$ cat config.mk
export PLATFORM = sky130hd
export DESIGN_NAME = arbitro_rr_param
export DESIGN_NICKNAME = d
export VERILOG_FILES = /design/src/rtl/arbitro_rr_param.sv
export SDC_FILE = /design/constraint.sdc
export NUM_CORES = 1
export LEC_CHECK = 0
export BUFFER_PORTS_ARGS = -buffer_cell sky130_fd_sc_hd__buf_2
export CAP_MARGIN = 20
export CORE_UTILIZATION = 50
export DETAILED_ROUTE_END_ITERATION = 10
export PLACE_DENSITY = 0.82
export SYNTH_ARGS = -nofsm -noshare
export SYNTH_HDL_FRONTEND = slang
export SYNTH_SLANG_ARGS = --single-unit
$ cat constraint.sdc
create_clock -name clk -period 4 [get_ports clk]
set_input_delay 0.8 -clock clk [delete_from_list [all_inputs] [get_ports clk]]
set_output_delay 0.8 -clock clk [all_outputs]
set_load 0.02 [all_outputs]
$ cat src/rtl/arbitro_rr_param.sv
// Input-queued crossbar arbiter: per-port VC selection (strict or round-robin),
// per-output round-robin port arbitration, one-cycle registered output stage.

module arbitro_rr_param_port #(
    parameter int NUM_VC = 2,
    parameter int DATA_W = 5,
    parameter int DEST_W = 1,
    parameter int VC_W   = 1
) (
    input  logic                     arb_mode,
    input  logic [NUM_VC-1:0]        elig,
    input  logic [NUM_VC-1:0]        oor,
    input  logic [NUM_VC*DATA_W-1:0] data,
    input  logic [VC_W-1:0]          vc_ptr,
    output logic                     cand_vld,
    output logic [VC_W-1:0]          cand_vc,
    output logic                     cand_oor,
    output logic [DATA_W-1:0]        cand_data,
    output logic [DEST_W-1:0]        cand_dest
);

    // Descending scan: the last hit (smallest offset) wins.
    always_comb begin
        cand_vld = 1'b0;
        cand_vc  = '0;
        for (int k = NUM_VC - 1; k >= 0; k--) begin
            if (arb_mode) begin
                if (elig[(int'(vc_ptr) + k) % NUM_VC]) begin
                    cand_vld = 1'b1;
                    cand_vc  = VC_W'((int'(vc_ptr) + k) % NUM_VC);
                end
            end else if (elig[k]) begin
                cand_vld = 1'b1;
                cand_vc  = VC_W'(k);
            end
        end
    end

    always_comb begin
        cand_data = data[int'(cand_vc) * DATA_W +: DATA_W];
        cand_dest = cand_data[DATA_W-1 -: DEST_W];
        cand_oor  = cand_vld & oor[cand_vc];
    end

endmodule

module arbitro_rr_param #(
    parameter int NUM_PORTS = 2,
    parameter int NUM_VC    = 2,
    parameter int DATA_W    = 5
) (
    input  logic                              clk,
    input  logic                              reset,
    input  logic                              arb_mode,
    input  logic [NUM_PORTS*NUM_VC*DATA_W-1:0] vc_data,
    input  logic [NUM_PORTS*NUM_VC-1:0]       vc_empty,
    output logic [NUM_PORTS*NUM_VC-1:0]       vc_pop,
    input  logic [NUM_PORTS-1:0]              out_full,
    output logic [NUM_PORTS-1:0]              push_out,
    output logic [NUM_PORTS*DATA_W-1:0]       data_out,
    output logic                              err_dest
);

    localparam int DEST_W    = (NUM_PORTS > 2) ? $clog2(NUM_PORTS) : 1;
    localparam int PORT_W    = DEST_W;
    localparam int VC_W      = (NUM_VC > 2) ? $clog2(NUM_VC) : 1;
    localparam int NQ        = NUM_PORTS * NUM_VC;
    localparam int DEST_SPAN = 1 << DEST_W;

    logic [DEST_SPAN-1:0]                  full_ext;
    logic [NQ-1:0]                         q_elig;
    logic [NQ-1:0]                         q_oor;

    logic [NUM_PORTS-1:0]                  cand_vld;
    logic [NUM_PORTS-1:0]                  cand_oor;
    logic [NUM_PORTS-1:0][VC_W-1:0]        cand_vc;
    logic [NUM_PORTS-1:0][DATA_W-1:0]      cand_data;
    logic [NUM_PORTS-1:0][DEST_W-1:0]      cand_dest;

    logic [NUM_PORTS-1:0][NUM_PORTS-1:0]   gnt;
    logic [NUM_PORTS-1:0][PORT_W-1:0]      win_port;
    logic [NUM_PORTS-1:0]                  any_gnt;
    logic [NUM_PORTS-1:0]                  port_pop;

    logic [NUM_PORTS-1:0][PORT_W-1:0]      rr_ptr_q, rr_ptr_d;
    logic [NUM_PORTS-1:0][VC_W-1:0]        vc_ptr_q, vc_ptr_d;
    logic [NUM_PORTS-1:0]                  push_q, push_d;
    logic [NUM_PORTS-1:0][DATA_W-1:0]      data_q, data_d;
    logic                                  err_q, err_d;

    // Unused destination codes read as "not full" so out-of-range words stay eligible.
    for (genvar i = 0; i < DEST_SPAN; i++) begin : g_full
        if (i < NUM_PORTS) begin : g_real
            assign full_ext[i] = out_full[i];
        end else begin : g_pad
            assign full_ext[i] = 1'b0;
        end
    end

    for (genvar q = 0; q < NQ; q++) begin : g_q
        logic [DEST_W-1:0] q_dest;
        assign q_dest = vc_data[q*DATA_W + DATA_W-1 -: DEST_W];
        if (DEST_SPAN > NUM_PORTS) begin : g_chk
            assign q_oor[q] = (q_dest > DEST_W'(NUM_PORTS - 1));
        end else begin : g_nochk
            assign q_oor[q] = 1'b0;
        end
        assign q_elig[q] = !vc_empty[q] && (q_oor[q] || !full_ext[q_dest]);
    end

    for (genvar p = 0; p < NUM_PORTS; p++) begin : g_port
        arbitro_rr_param_port #(
            .NUM_VC (NUM_VC),
            .DATA_W (DATA_W),
            .DEST_W (DEST_W),
            .VC_W   (VC_W)
        ) u_port (
            .arb_mode  (arb_mode),
            .elig      (q_elig[p*NUM_VC +: NUM_VC]),
            .oor       (q_oor[p*NUM_VC +: NUM_VC]),
            .data      (vc_data[p*NUM_VC*DATA_W +: NUM_VC*DATA_W]),
            .vc_ptr    (vc_ptr_q[p]),
            .cand_vld  (cand_vld[p]),
            .cand_vc   (cand_vc[p]),
            .cand_oor  (cand_oor[p]),
            .cand_data (cand_data[p]),
            .cand_dest (cand_dest[p])
        );
    end

    for (genvar o = 0; o < NUM_PORTS; o++) begin : g_out
        logic [NUM_PORTS-1:0] req, gnt_row;
        logic [VC_W-1:0]      min_vc;
        logic [PORT_W-1:0]    win;

        always_comb begin
            req    = '0;
            min_vc = VC_W'(NUM_VC - 1);
            for (int p = 0; p < NUM_PORTS; p++)
                req[p] = cand_vld[p] && !cand_oor[p] && (cand_dest[p] == DEST_W'(o));
            for (int p = 0; p < NUM_PORTS; p++)
                if (req[p] && (cand_vc[p] < min_vc)) min_vc = cand_vc[p];
            // Strict mode: only the highest class present at this output competes.
            if (!arb_mode)
                for (int p = 0; p < NUM_PORTS; p++)
                    if (cand_vc[p] != min_vc) req[p] = 1'b0;
            gnt_row = '0;
            win     = '0;
            for (int k = NUM_PORTS - 1; k >= 0; k--) begin
                if (req[(int'(rr_ptr_q[o]) + k) % NUM_PORTS]) begin
                    gnt_row = '0;
                    gnt_row[(int'(rr_ptr_q[o]) + k) % NUM_PORTS] = 1'b1;
                    win = PORT_W'((int'(rr_ptr_q[o]) + k) % NUM_PORTS);
                end
            end
        end

        assign gnt[o]      = gnt_row;
        assign win_port[o] = win;
        assign any_gnt[o]  = |gnt_row;
    end

    always_comb begin
        port_pop = cand_vld & cand_oor;
        for (int o = 0; o < NUM_PORTS; o++)
            for (int p = 0; p < NUM_PORTS; p++)
                if (gnt[o][p]) port_pop[p] = 1'b1;
    end

    always_comb begin
        vc_pop = '0;
        for (int p = 0; p < NUM_PORTS; p++)
            for (int v = 0; v < NUM_VC; v++)
                vc_pop[p*NUM_VC + v] = !reset && port_pop[p] && (cand_vc[p] == VC_W'(v));
    end

    always_comb begin
        push_d   = any_gnt;
        data_d   = data_q;
        rr_ptr_d = rr_ptr_q;
        vc_ptr_d = vc_ptr_q;
        err_d    = |(cand_vld & cand_oor);
        for (int o = 0; o < NUM_PORTS; o++) begin
            if (any_gnt[o]) begin
                data_d[o]   = cand_data[win_port[o]];
                rr_ptr_d[o] = PORT_W'((int'(win_port[o]) + 1) % NUM_PORTS);
            end
        end
        for (int p = 0; p < NUM_PORTS; p++)
            if (arb_mode && port_pop[p])
                vc_ptr_d[p] = VC_W'((int'(cand_vc[p]) + 1) % NUM_VC);
    end

    always_ff @(posedge clk or posedge reset) begin
        if (reset) begin
            push_q   <= '0;
            data_q   <= '0;
            err_q    <= 1'b0;
            rr_ptr_q <= '0;
            vc_ptr_q <= '0;
        end else begin
            push_q   <= push_d;
            data_q   <= data_d;
            err_q    <= err_d;
            rr_ptr_q <= rr_ptr_d;
            vc_ptr_q <= vc_ptr_d;
        end
    end

    assign push_out = push_q;
    assign data_out = data_q;
    assign err_dest = err_q;

endmodule

==> out/qor.yml <==
clock_tree.buffer_depth: 2
tritoncts_num_sinks: 16
timing.setup.tns_ns: 0
route.detailed.vias_per_inst: 5.87
status: "finished clean"
cp_cell_sequence: "buf_2 -> mux2_4 -> or3_1 -> a2bb2oi_1 -> o31ai_4 -> and2_2 -> nor3_1 -> buf_2"
cts_root_buffer: "clkbuf_4"
post_layout_nonfiller_instances: 186
io_pins: 46
yosys-mux-area-fraction_pct: 13.9
tritoncts: "done"
postRouteAntennaNets: 0
worst_slew_pin_slew_ns: 0.568
first_global_vias: 1048
skew_ns: 0.00278
grt_antenna_before_repair: 0
max_freq_mhz: 279
slew_limit_fails: 0
power.clock.fraction_pct: 19.3
netSwitchingPower_uw: 193
worstHoldPathType: "register to register"
critPathMostFrequentCell: "buf_2"
leakage_nw: 0.682
combinationalPowerShare_pct: 40.3
congestion_overflow_gr: 0
post_synthesis_register_bit_count: 16
largest_net_degree_at_the_start_of_global_routing: 17
drt-total-wl_mm: 2.67
synthArstFlopShare_pct: 100
synth_simple_gate_area_share_pct: 15.1
unique_masters_post_synth: 41
synth_compound_gate_area_share_pct: 31.4
end_kind: "output pin"
number_of_enable_type_register_cells_in_the_synthesized_netlist: 0
criticalPathCategory: "input port to output pin"
timing.max_cap.violations: 0
yosysSeqAreaShare_pct: 35.5
setup_repair_after_global_routing_missed_its_margin: "false"
post-place-cells: 182
critPathSlowestCell: "a2bb2oi_1"
drt-pass1-iter-count: 6
route.detailed.wl_per_inst_um: 14.3
globalplace.congestion: 0.822
irDropWorstVdd_mv: 0.264
initial_utilization_pct: 55.2
setup_viol_count_final: 0
netSwitchingFraction_pct: 36.9
ff_latch_area_um2: 400
die_width_um: 49.5
num_antenna_cells: 0
multiInputGateArea_um2: 684
numCtsBuffers: 3
cellPowerDensity_nw_per_um2: 373
detailed_place_hpwl_mm: 2.20
p_int_uw: 331
cts.reportedPaths.clkPinSlew_ns: 0.08
synth_commonest_cells: "dfrtp_1, nand2_1, mux2i_1"
critical-path-max-stage-delay_ns: 0.45
netlist_area_um2: 1130
post_synth_fa_ha_maj_area_fraction_pct: 0
timing.final.hold_violations: 0
core_area_um2: 2040
num-nets-final: 189
synth_cells: 113
startpoint_type: "input port"
syn-num-nets: 142
netlist_top_cells_area: "dfrtp_1, mux2i_1, nand2_1, mux2_4, o31ai_4"
synthMostInstantiatedCell: "dfrtp_1"
num_rows: 16
dr.first_iter.drc_count: 15
grt_usage_pct: 24.1
postSynth.topFlopCell: "dfrtp_1"
worst_hold_slack_ns: 0.479
synth_top_area_share_pct: 35.5
layout-drive-gt1-share_pct: 40.9
yosys.area_share.xor_xnor_pct: 0
seq_power_share_pct: 40.4
slew_headroom_pct: 62.1
combinational_family_with_the_most_area_after_synthesis: "compound AO/OA/AOI/OAI gates"
synth_top_area_cell: "dfrtp_1"
grt_pass1_wl_mm: 4.51
wp_data_required_ns: 3.20
post_cts_resized: 0
crit_path_max_fanout: 6
synth_area_per_cell_um2: 9.98
htree_levels: 1
post-route-period-util_pct: 89.8
synth_warnings: 0
port_buffers: 44
die-area_um2: 2450
fin_area_um2: 1410
final_period_minus_worst_setup_slack_ns: 3.59
count_of_buffering_cells_on_the_critical_path_with_inverters_included: 2
placed_cell_area_um2: 1370
crit_family: "simple AND/OR/NAND/NOR gates"
areaGrowthSynthToFinish_pct: 24.6
clock_latency_ns: 0.28
post-cts-setup-buffers: 0
die-height_um: 49.5
critical_path_arrival_ns: 2.79
holdBufCountCts: 0
fillerInstances: 166
routed-via-count: 1092
remaining_drc_errors: 0
[cells by family (layout without fill, tap and decap cells)]
| group | Yosys count | in the layout |
|---|---|---|
| and+or+nand+nor | 36 | 36 |
| muxes | 14 | 14 |
| other | 1 | 1 |
| AOI/OAI and AO/OA | 37 | 37 |
| DFF | 16 | 16 |
| buffers and inverters | 9 | 55 |
[routing by layer]
metal	GRT usage (%)	vias up	routed length (µm)
met3	6.48	6	127
li1	-	525	-
met5	0	-	0
met1	28.1	523	1120
met2	43.6	38	1360
met4	5.71	0	63
[flip-flops by register name, summed over array words and instances, names as in the netlist]
register and count:
data_out 10, vc_ptr_q 2, push_out 2, rr_ptr_q 2
[placed cells by master (no fill, tap or decap), types with 3 or more instances in the layout]
cell type / instances
a21oi_1: 4
mux2_4: 3
clkbuf_4: 3
dfrtp_1: 16
mux2i_1: 10
o221ai_1: 4
nand2_1: 15
nor2_1: 6
inv_1: 6
buf_2: 44
nor3_1: 6
o2bb2ai_1: 4
o21ai_0: 5
[worst paths after layout]
check                      slack [ns]  cells after the start                     from                 endpoint
max                              0.41                      8               vc_data[9]                vc_pop[3]
min                              0.48                      2  data_out[1]$_DFFE_PP0P_  data_out[1]$_DFFE_PP0P_
max reg2reg                      1.79                      6  vc_ptr_q[0]$_DFFE_PP0P_  vc_ptr_q[0]$_DFFE_PP0P_
min reg2reg                      0.48                      2  data_out[1]$_DFFE_PP0P_  data_out[1]$_DFFE_PP0P_
max in group asynchronous        3.02                      2                    reset  data_out[9]$_DFFE_PP0P_
min in group asynchronous        0.60                      2                    reset  vc_ptr_q[1]$_DFFE_PP0P_
[per-stage QoR]
step	util [%]	worst slack [ns]	total power, mW
2_1_floorplan	-	0.589	0.358
3_3_place_gp	67.0	0.486	0.421
3_5_place_dp	67.0	0.414	0.426
4_1_cts	68.8	0.408	0.528
5_1_grt	68.8	0.259	0.557
6_report	68.8	0.409	0.524
[area by class of cell]
cell class,instances,area share [%]
Sequential cell,16,28.5
Multi-Input combinational cell,88,48.7
Timing Repair Buffer,45,16.2
Clock buffer,4,2.58
Inverter,6,1.60
Tap cell,27,2.40
[power groups by stage]
stage | clock (mW) | combinational [mW] | sequential, mW
floorplan | 0 | 0.114 | 0.244
detailed placement | 0 | 0.211 | 0.215
global placement | 0 | 0.206 | 0.215
global route | 0.110 | 0.231 | 0.217
CTS | 0.104 | 0.212 | 0.212
finish | 0.101 | 0.211 | 0.212
[worst register-to-register path: stages, from the launching register on]
cell	delay (ns)
dfrtp_1	0.39
a21oi_1	0.29
a211o_2	0.27
a2bb2oi_1	0.45
a31oi_2	0.18
o21ai_2	0.18
mux2_2	0.34
No activity file was read; power rests on OpenSTA's default activity.
